### config.mk
export PLATFORM = sky130hd
export DESIGN_NAME = serial_addsub_ctrl_flat
export DESIGN_NICKNAME = d
export VERILOG_FILES = /design/src/rtl/serial_addsub_ctrl_pkg.sv /design/src/rtl/serial_addsub_ctrl_if.sv /design/src/rtl/serial_addsub_ctrl_cell.sv /design/src/rtl/serial_addsub_ctrl.sv /design/src/flat_wrapper.sv
export SDC_FILE = /design/constraint.sdc
export NUM_CORES = 1
export LEC_CHECK = 0
export CAP_MARGIN = 5
export CELL_PAD_IN_SITES_DETAIL_PLACEMENT = 2
export CELL_PAD_IN_SITES_GLOBAL_PLACEMENT = 2
export CORE_MARGIN = 2
export CORE_UTILIZATION = 33
export CTS_BUF_LIST = sky130_fd_sc_hd__clkbuf_8
export DETAILED_ROUTE_END_ITERATION = 10
export PLACE_DENSITY_LB_ADDON = 0.2
export SKIP_CTS_REPAIR_TIMING = 1
export SLEW_MARGIN = 20
export SYNTH_ARGS = -nofsm -noshare
export SYNTH_HDL_FRONTEND = slang
export SYNTH_SLANG_ARGS = --single-unit
export TNS_END_PERCENT = 50
### constraint.sdc
create_clock -name clk -period 1.51 [get_ports clk]
set_input_delay 0.302 -clock clk [delete_from_list [all_inputs] [get_ports clk]]
set_output_delay 0.302 -clock clk [all_outputs]
set_load 0.02 [all_outputs]
### src/rtl/serial_addsub_ctrl_pkg.sv
// Shared definitions for the bit-serial add/subtract sequencer.
//   state_e  : controller state encoding (ST_IDLE, ST_RUN, ST_DONE)
//   MODE_ADD : mode value selecting A+B
//   MODE_SUB : mode value selecting A-B (two's complement)
package addsub_pkg;

    typedef enum logic [1:0] {
        ST_IDLE = 2'd0,
        ST_RUN  = 2'd1,
        ST_DONE = 2'd2
    } state_e;

    localparam logic MODE_ADD = 1'b0;
    localparam logic MODE_SUB = 1'b1;

endpackage

### src/rtl/serial_addsub_ctrl_if.sv
// Requester-side bus of the bit-serial add/subtract sequencer.
//   start, mode, a, b              : request, driven by the master
//   busy, done, sum, cout, overflow : status and result, driven by the slave
interface serial_addsub_ctrl_if #(
    parameter int unsigned WIDTH = 8
);
    logic             start;
    logic             mode;
    logic [WIDTH-1:0] a;
    logic [WIDTH-1:0] b;
    logic             busy;
    logic             done;
    logic [WIDTH-1:0] sum;
    logic             cout;
    logic             overflow;

    modport master (
        output start, mode, a, b,
        input  busy, done, sum, cout, overflow
    );

    modport slave (
        input  start, mode, a, b,
        output busy, done, sum, cout, overflow
    );
endinterface

### src/rtl/serial_addsub_ctrl_cell.sv
// addsub_cell: purely combinational 1-bit full adder/subtractor.
//   a, b : operand bits
//   cin  : carry in
//   mode : 0 = add, 1 = subtract (b is inverted)
//   s    : sum bit
//   cout : carry out
module addsub_cell (
    input  logic a,
    input  logic b,
    input  logic cin,
    input  logic mode,
    output logic s,
    output logic cout
);
    logic b_eff;

    assign b_eff = b ^ mode;
    assign s     = a ^ b_eff ^ cin;
    assign cout  = (b_eff & a) | ((a ^ b_eff) & cin);
endmodule

### src/rtl/serial_addsub_ctrl.sv
// Bit-serial add/subtract sequencer. Latches operands on start, feeds them LSB first
// through one shared addsub_cell, one bit per clock, then pulses done with the result.
//   clk   : rising-edge clock
//   rst_n : asynchronous active-low reset
//   bus   : slave side of serial_addsub_ctrl_if (start/mode/a/b in; busy/done/sum/cout/
//           overflow out, all registered)
module serial_addsub_ctrl
    import addsub_pkg::*;
#(
    parameter int unsigned WIDTH = 8
) (
    input  logic                 clk,
    input  logic                 rst_n,
    serial_addsub_ctrl_if.slave  bus
);
    localparam int unsigned CNT_W = $clog2(WIDTH);
    localparam logic [CNT_W-1:0] LAST_CNT = CNT_W'(WIDTH - 1);

    state_e           state;
    logic [WIDTH-1:0] a_sh;
    logic [WIDTH-1:0] b_sh;
    // Holds the WIDTH-1 low result bits; the final bit comes straight from the cell.
    logic [WIDTH-2:0] work;
    logic [CNT_W-1:0] cnt;
    logic             mode_q;
    logic             carry_q;

    logic             busy_q;
    logic             done_q;
    logic [WIDTH-1:0] sum_q;
    logic             cout_q;
    logic             overflow_q;

    logic             s_bit;
    logic             c_bit;
    logic [WIDTH-1:0] work_ext;

    addsub_cell u_cell (
        .a    (a_sh[0]),
        .b    (b_sh[0]),
        .cin  (carry_q),
        .mode (mode_q),
        .s    (s_bit),
        .cout (c_bit)
    );

    // New bit enters from the MSB side; on the last bit this is the completed result.
    assign work_ext = {s_bit, work};

    always_ff @(posedge clk or negedge rst_n) begin
        if (!rst_n) begin
            state      <= ST_IDLE;
            a_sh       <= '0;
            b_sh       <= '0;
            work       <= '0;
            cnt        <= '0;
            mode_q     <= 1'b0;
            carry_q    <= 1'b0;
            busy_q     <= 1'b0;
            done_q     <= 1'b0;
            sum_q      <= '0;
            cout_q     <= 1'b0;
            overflow_q <= 1'b0;
        end else begin
            case (state)
                ST_IDLE: begin
                    done_q <= 1'b0;
                    if (bus.start) begin
                        a_sh    <= bus.a;
                        b_sh    <= bus.b;
                        mode_q  <= bus.mode;
                        // Subtract is A + ~B + 1: the +1 enters as the initial carry.
                        carry_q <= (bus.mode == MODE_SUB);
                        cnt     <= '0;
                        busy_q  <= 1'b1;
                        state   <= ST_RUN;
                    end
                end
                ST_RUN: begin
                    a_sh    <= a_sh >> 1;
                    b_sh    <= b_sh >> 1;
                    work    <= work_ext[WIDTH-1:1];
                    carry_q <= c_bit;
                    cnt     <= cnt + 1'b1;
                    if (cnt == LAST_CNT) begin
                        sum_q      <= work_ext;
                        cout_q     <= c_bit;
                        // carry_q is the carry into the MSB at this point.
                        overflow_q <= carry_q ^ c_bit;
                        busy_q     <= 1'b0;
                        done_q     <= 1'b1;
                        state      <= ST_DONE;
                    end
                end
                ST_DONE: begin
                    done_q <= 1'b0;
                    state  <= ST_IDLE;
                end
                default: begin
                    busy_q <= 1'b0;
                    done_q <= 1'b0;
                    state  <= ST_IDLE;
                end
            endcase
        end
    end

    assign bus.busy     = busy_q;
    assign bus.done     = done_q;
    assign bus.sum      = sum_q;
    assign bus.cout     = cout_q;
    assign bus.overflow = overflow_q;
endmodule

### src/flat_wrapper.sv
// flat-port wrapper written by rule: the top's interface ports become plain ports
module serial_addsub_ctrl_flat import addsub_pkg::*;
#(
    parameter int unsigned WIDTH = 8
)
  (clk, rst_n, bus_start, bus_mode, bus_a, bus_b, bus_busy, bus_done, bus_sum, bus_cout, bus_overflow);
  serial_addsub_ctrl_if #(.WIDTH(WIDTH)) bus_i ();
  input  logic clk;
  input  logic rst_n;
  input wire logic [$bits(bus_i.start)-1:0] bus_start;
  input wire logic [$bits(bus_i.mode)-1:0] bus_mode;
  input wire logic [$bits(bus_i.a)-1:0] bus_a;
  input wire logic [$bits(bus_i.b)-1:0] bus_b;
  output wire logic [$bits(bus_i.busy)-1:0] bus_busy;
  output wire logic [$bits(bus_i.done)-1:0] bus_done;
  output wire logic [$bits(bus_i.sum)-1:0] bus_sum;
  output wire logic [$bits(bus_i.cout)-1:0] bus_cout;
  output wire logic [$bits(bus_i.overflow)-1:0] bus_overflow;
  assign bus_i.start = bus_start;
  assign bus_i.mode = bus_mode;
  assign bus_i.a = bus_a;
  assign bus_i.b = bus_b;
  assign bus_busy = bus_i.busy;
  assign bus_done = bus_i.done;
  assign bus_sum = bus_i.sum;
  assign bus_cout = bus_i.cout;
  assign bus_overflow = bus_i.overflow;
  serial_addsub_ctrl #(.WIDTH(WIDTH)) u_core (.clk(clk), .rst_n(rst_n), .bus(bus_i));
endmodule
==> key figures <==
Logic synthesis
  – List of most frequent post-synthesis cells: sky130_fd_sc_hd__dfrtp_1 (42), sky130_fd_sc_hd__nand2_1 (25), sky130_fd_sc_hd__nand3b_1 (14), sky130_fd_sc_hd__o221a_2 (14), sky130_fd_sc_hd__o21ai_0 (9)
  – Share of the synthesized area in the top cell type: between 50% and 60%
  – Syn nets: between 150 and 200
  – Top cells by area, synth: sky130_fd_sc_hd__dfrtp_1 (56%), sky130_fd_sc_hd__o221a_2 (8.4%), sky130_fd_sc_hd__nand3b_1 (5.6%), sky130_fd_sc_hd__nand2_1 (5.0%), sky130_fd_sc_hd__buf_6 (3.0%)
  – Area of the mapped netlist: ~1900 sq um
  – Top flip-flop cell by instance count after synthesis: sky130_fd_sc_hd__dfrtp_1
  – Cell count after synthesis: between 150 and 200
  – Seq cells post-synth: 42
  – Part of the Yosys area used for sequential elements: a little under three fifths
  – Cell with the most instances after synthesis: sky130_fd_sc_hd__dfrtp_1
  – Post-synthesis area per instance: approximately 12 sq um
  – Post-synth EDFFs: 0
  – Share of synthesized flip-flops with an asynchronous set or reset: 100.0%
  – Unique cell type count in the Yosys netlist: 29
  – Yosys Warn Count: 0
  – Library cell with the largest summed area after synthesis: sky130_fd_sc_hd__dfrtp_1

Routing
  – Iter 0 DRT Violations: 38
  – Antenna-violating nets left: 0
  – WL per Instance: around 16 microns
  – Via-per-instance ratio: roughly 4.9
  – Count of vias placed by the detailed router: between 1,000 and 1,500
  – Detailed-route DRC error count: 0
  – Total iterations of the first detailed-routing run: 4
  – Wire length reported by the detailed router: roughly 4200 microns

STA
  – Minimum clock period: roughly 1.5 ns
  – Final worst clock skew: between 0.008 and 0.009 ns
  – Number of failing hold endpoints at the final stage: 0
  – Slew at the pin with the worst max-slew slack: about 0.53 ns
  – Number of setup violations in the final report: 0
  – Max-slew violation count: 0
  – Unrepaired setup endpoints after global routing: yes
  – Remaining max-slew budget at the tightest pin: 64.44%
  – Final clock period utilization by the worst path: between 90 and 100%
  – Peak Freq: 0.6832 GHz
  – Hold WS: ~0.069 ns

Die
  – Width of the die: ~79 microns
  – Std-Cell Core Area: approximately 5500 sq um
  – Y dimension of the die: 79.24 microns
  – Die area: between 6000 and 7000 sq um
  – I/O Pins: 32
  – Number of placement rows: 27
  – Starting Density: between 30% and 40%

CTS
  – Level count of the clock H-tree: 2
  – Skew-Pair Late Insertion Delay: 0.29 ns
  – Clock sinks: between 40 and 50
  – Clock tree from TritonCTS: yes
  – Number of buffers added by the clock tree synthesis step: 5
  – Clock-pin slew on the worst setup and hold paths: approximately 0.08 ns
  – CTS root buffer: sky130_fd_sc_hd__clkbuf_8
  – CTS max path bufs: 2

Global route
  – First-pass GRT wire length: about 7400 microns
  – Initial antenna violation count: 0
  – GRT overflow: 0
  – Via count of the first global-routing pass: 1,461
  – Global Route Usage Sum: between 10% and 20%
  – Largest net degree at the start of global routing: 43

Pwr
  – Leakage Power: approximately 1.2 nW
  – Power density of the placed cells: roughly 2000 nW/um^2
  – Peak supply drop: roughly 0.71 mV
  – Overall power consumption: roughly 4.8 mW

Critical path
  – Signal arrival time at the worst endpoint: between 1.5 and 2 ns
  – Classification of the worst setup path: flip-flop to flip-flop
  – Maximum fanout encountered on the critical timing path: 9
  – Worst Reg2Reg Path Length in Cells: 4
  – Data required, critical path: about 1.7 ns
  – Element type at the critical path end: flip-flop
  – Critical path launch point type: flip-flop

Layout
  – Register area: approximately 1100 sq um
  – Final cell count without fillers: 262
  – Combined area of the multi-input logic cells: between 700 and 800 sq um
  – Nets: 212
  – Number of fill cells in the layout: a little under 600
  – Antenna diode count: 0
  – Fraction of final layout cells sized beyond drive strength 1: 23.16%
  – Post-synthesis to final-layout area growth: 28.40%

Worst hold path
  – Classification of the worst-slack hold path: primary input to async pin

Run status
  – Run status: finished, final reports clean

Placed design
  – Instance count after placement with tap cells included: approximately 250
  – HPWL after DPL: around 3000 microns
  – Count of buffers inserted at the top-level ports: 31
  – Global placer's final weighted congestion: 0.7320

Flow run
  – Max-cap violations: 0
registers in the layout, summed over array words and instances, names as in the netlist:
| signal | cells |
|---|---|
| u_core.a_sh | 8 |
| u_core.b_sh | 8 |
| u_core.bus.busy | 1 |
| u_core.bus.cout | 1 |
| u_core.bus.done | 1 |
| u_core.bus.overflow | 1 |
| u_core.bus.sum | 8 |
| u_core.carry_q | 1 |
| u_core.cnt | 3 |
| u_core.mode_q | 1 |
| u_core.state | 2 |
| u_core.work | 7 |
critical path, cell delays in order, from the launching register on:
cell                       delay, ns
sky130_fd_sc_hd__dfrtp_1        0.40
sky130_fd_sc_hd__ha_1           0.22
sky130_fd_sc_hd__ha_2           0.20
sky130_fd_sc_hd__nand3b_4       0.17
sky130_fd_sc_hd__mux2_2         0.36
logic make-up after synthesis:
logic type,share of synthesized area [%]
buffers and inverters,5.492
adders and majority gates,2.411
AOI/OAI and AO/OA,13.60
and+or+nand+nor,15.87
xor gates and xnor gates,0.9379
muxes,5.425
DFF,56.26
power by group:
| part | switching [mW] | total [mW] | internal, mW |
|---|---|---|---|
| logic | 0.948 | 1.97 | 1.02 |
| registers | 0.341 | 1.98 | 1.64 |
| clock network | 0.374 | 0.856 | 0.481 |
| total | 1.66 | 4.80 | 3.14 |
per-layer routing:
| metal | global-route usage (%) | vias to the layer above | part of all wire [%] |
|---|---|---|---|
| met5 | 0 | - | 0 |
| met4 | 3.966 | 0 | 0.58 |
| met3 | 3.977 | 2 | 3.9 |
| met2 | 24.75 | 26 | 51 |
| met1 | 19.74 | 657 | 45 |
| li1 | - | 606 | - |
placed cells by master (no fill, tap or decap), drive strengths merged:
master / instances
ha: 2
nor2b: 5
inv: 7
dfrtp: 42
o221a: 14
a222oi: 1
buf: 10
o21ai: 9
xor2: 1
xnor2: 1
fa: 1
clkdlybuf4s50: 18
nand2: 25
a22o: 2
nand3b: 15
clkbuf: 5
mux2: 8
bufinv: 1
o21bai: 1
a21oi: 2
dlymetal6s2s: 12
nor2: 6
o22ai: 1
nand2b: 1
area by class of cell:
class | instances | share of cell area, %
multi-input combinational | 95 | 30.20
clock buffer | 5 | 2.869
sequential | 42 | 43.87
clock inverter | 3 | 1.565
tap | 72 | 3.756
timing repair buffer | 40 | 16.95
inverter | 5 | 0.7825
metrics by stage:
stage               cell area [sq um]  setup slack [ns]  TNS (ns)  utilization (%)
floorplan                        1868           0.06557         0                -
global placement                 2247           -0.1769    -2.597            41.06
detailed placement               2247           -0.2300    -3.261            41.06
CTS                              2354          -0.08953   -0.7842            43.00
global route                     2399          -0.01266  -0.03367            43.83
finish                           2399           0.04639         0            43.83
path summary, 6_finish.rpt:
kind,startpoint,end,slack [ns]
min,rst_n,u_core.b_sh[1],0.07
max,u_core.cnt[0],u_core.bus.sum[0],0.05
min reg2reg,u_core.work[0],u_core.work[0],0.49
max reg2reg,u_core.cnt[0],u_core.bus.sum[0],0.05
max in group asynchronous,rst_n,u_core.state[1],1.04
min in group clk,u_core.work[0],u_core.work[0],0.49
(Power assumes the default switching activity.)
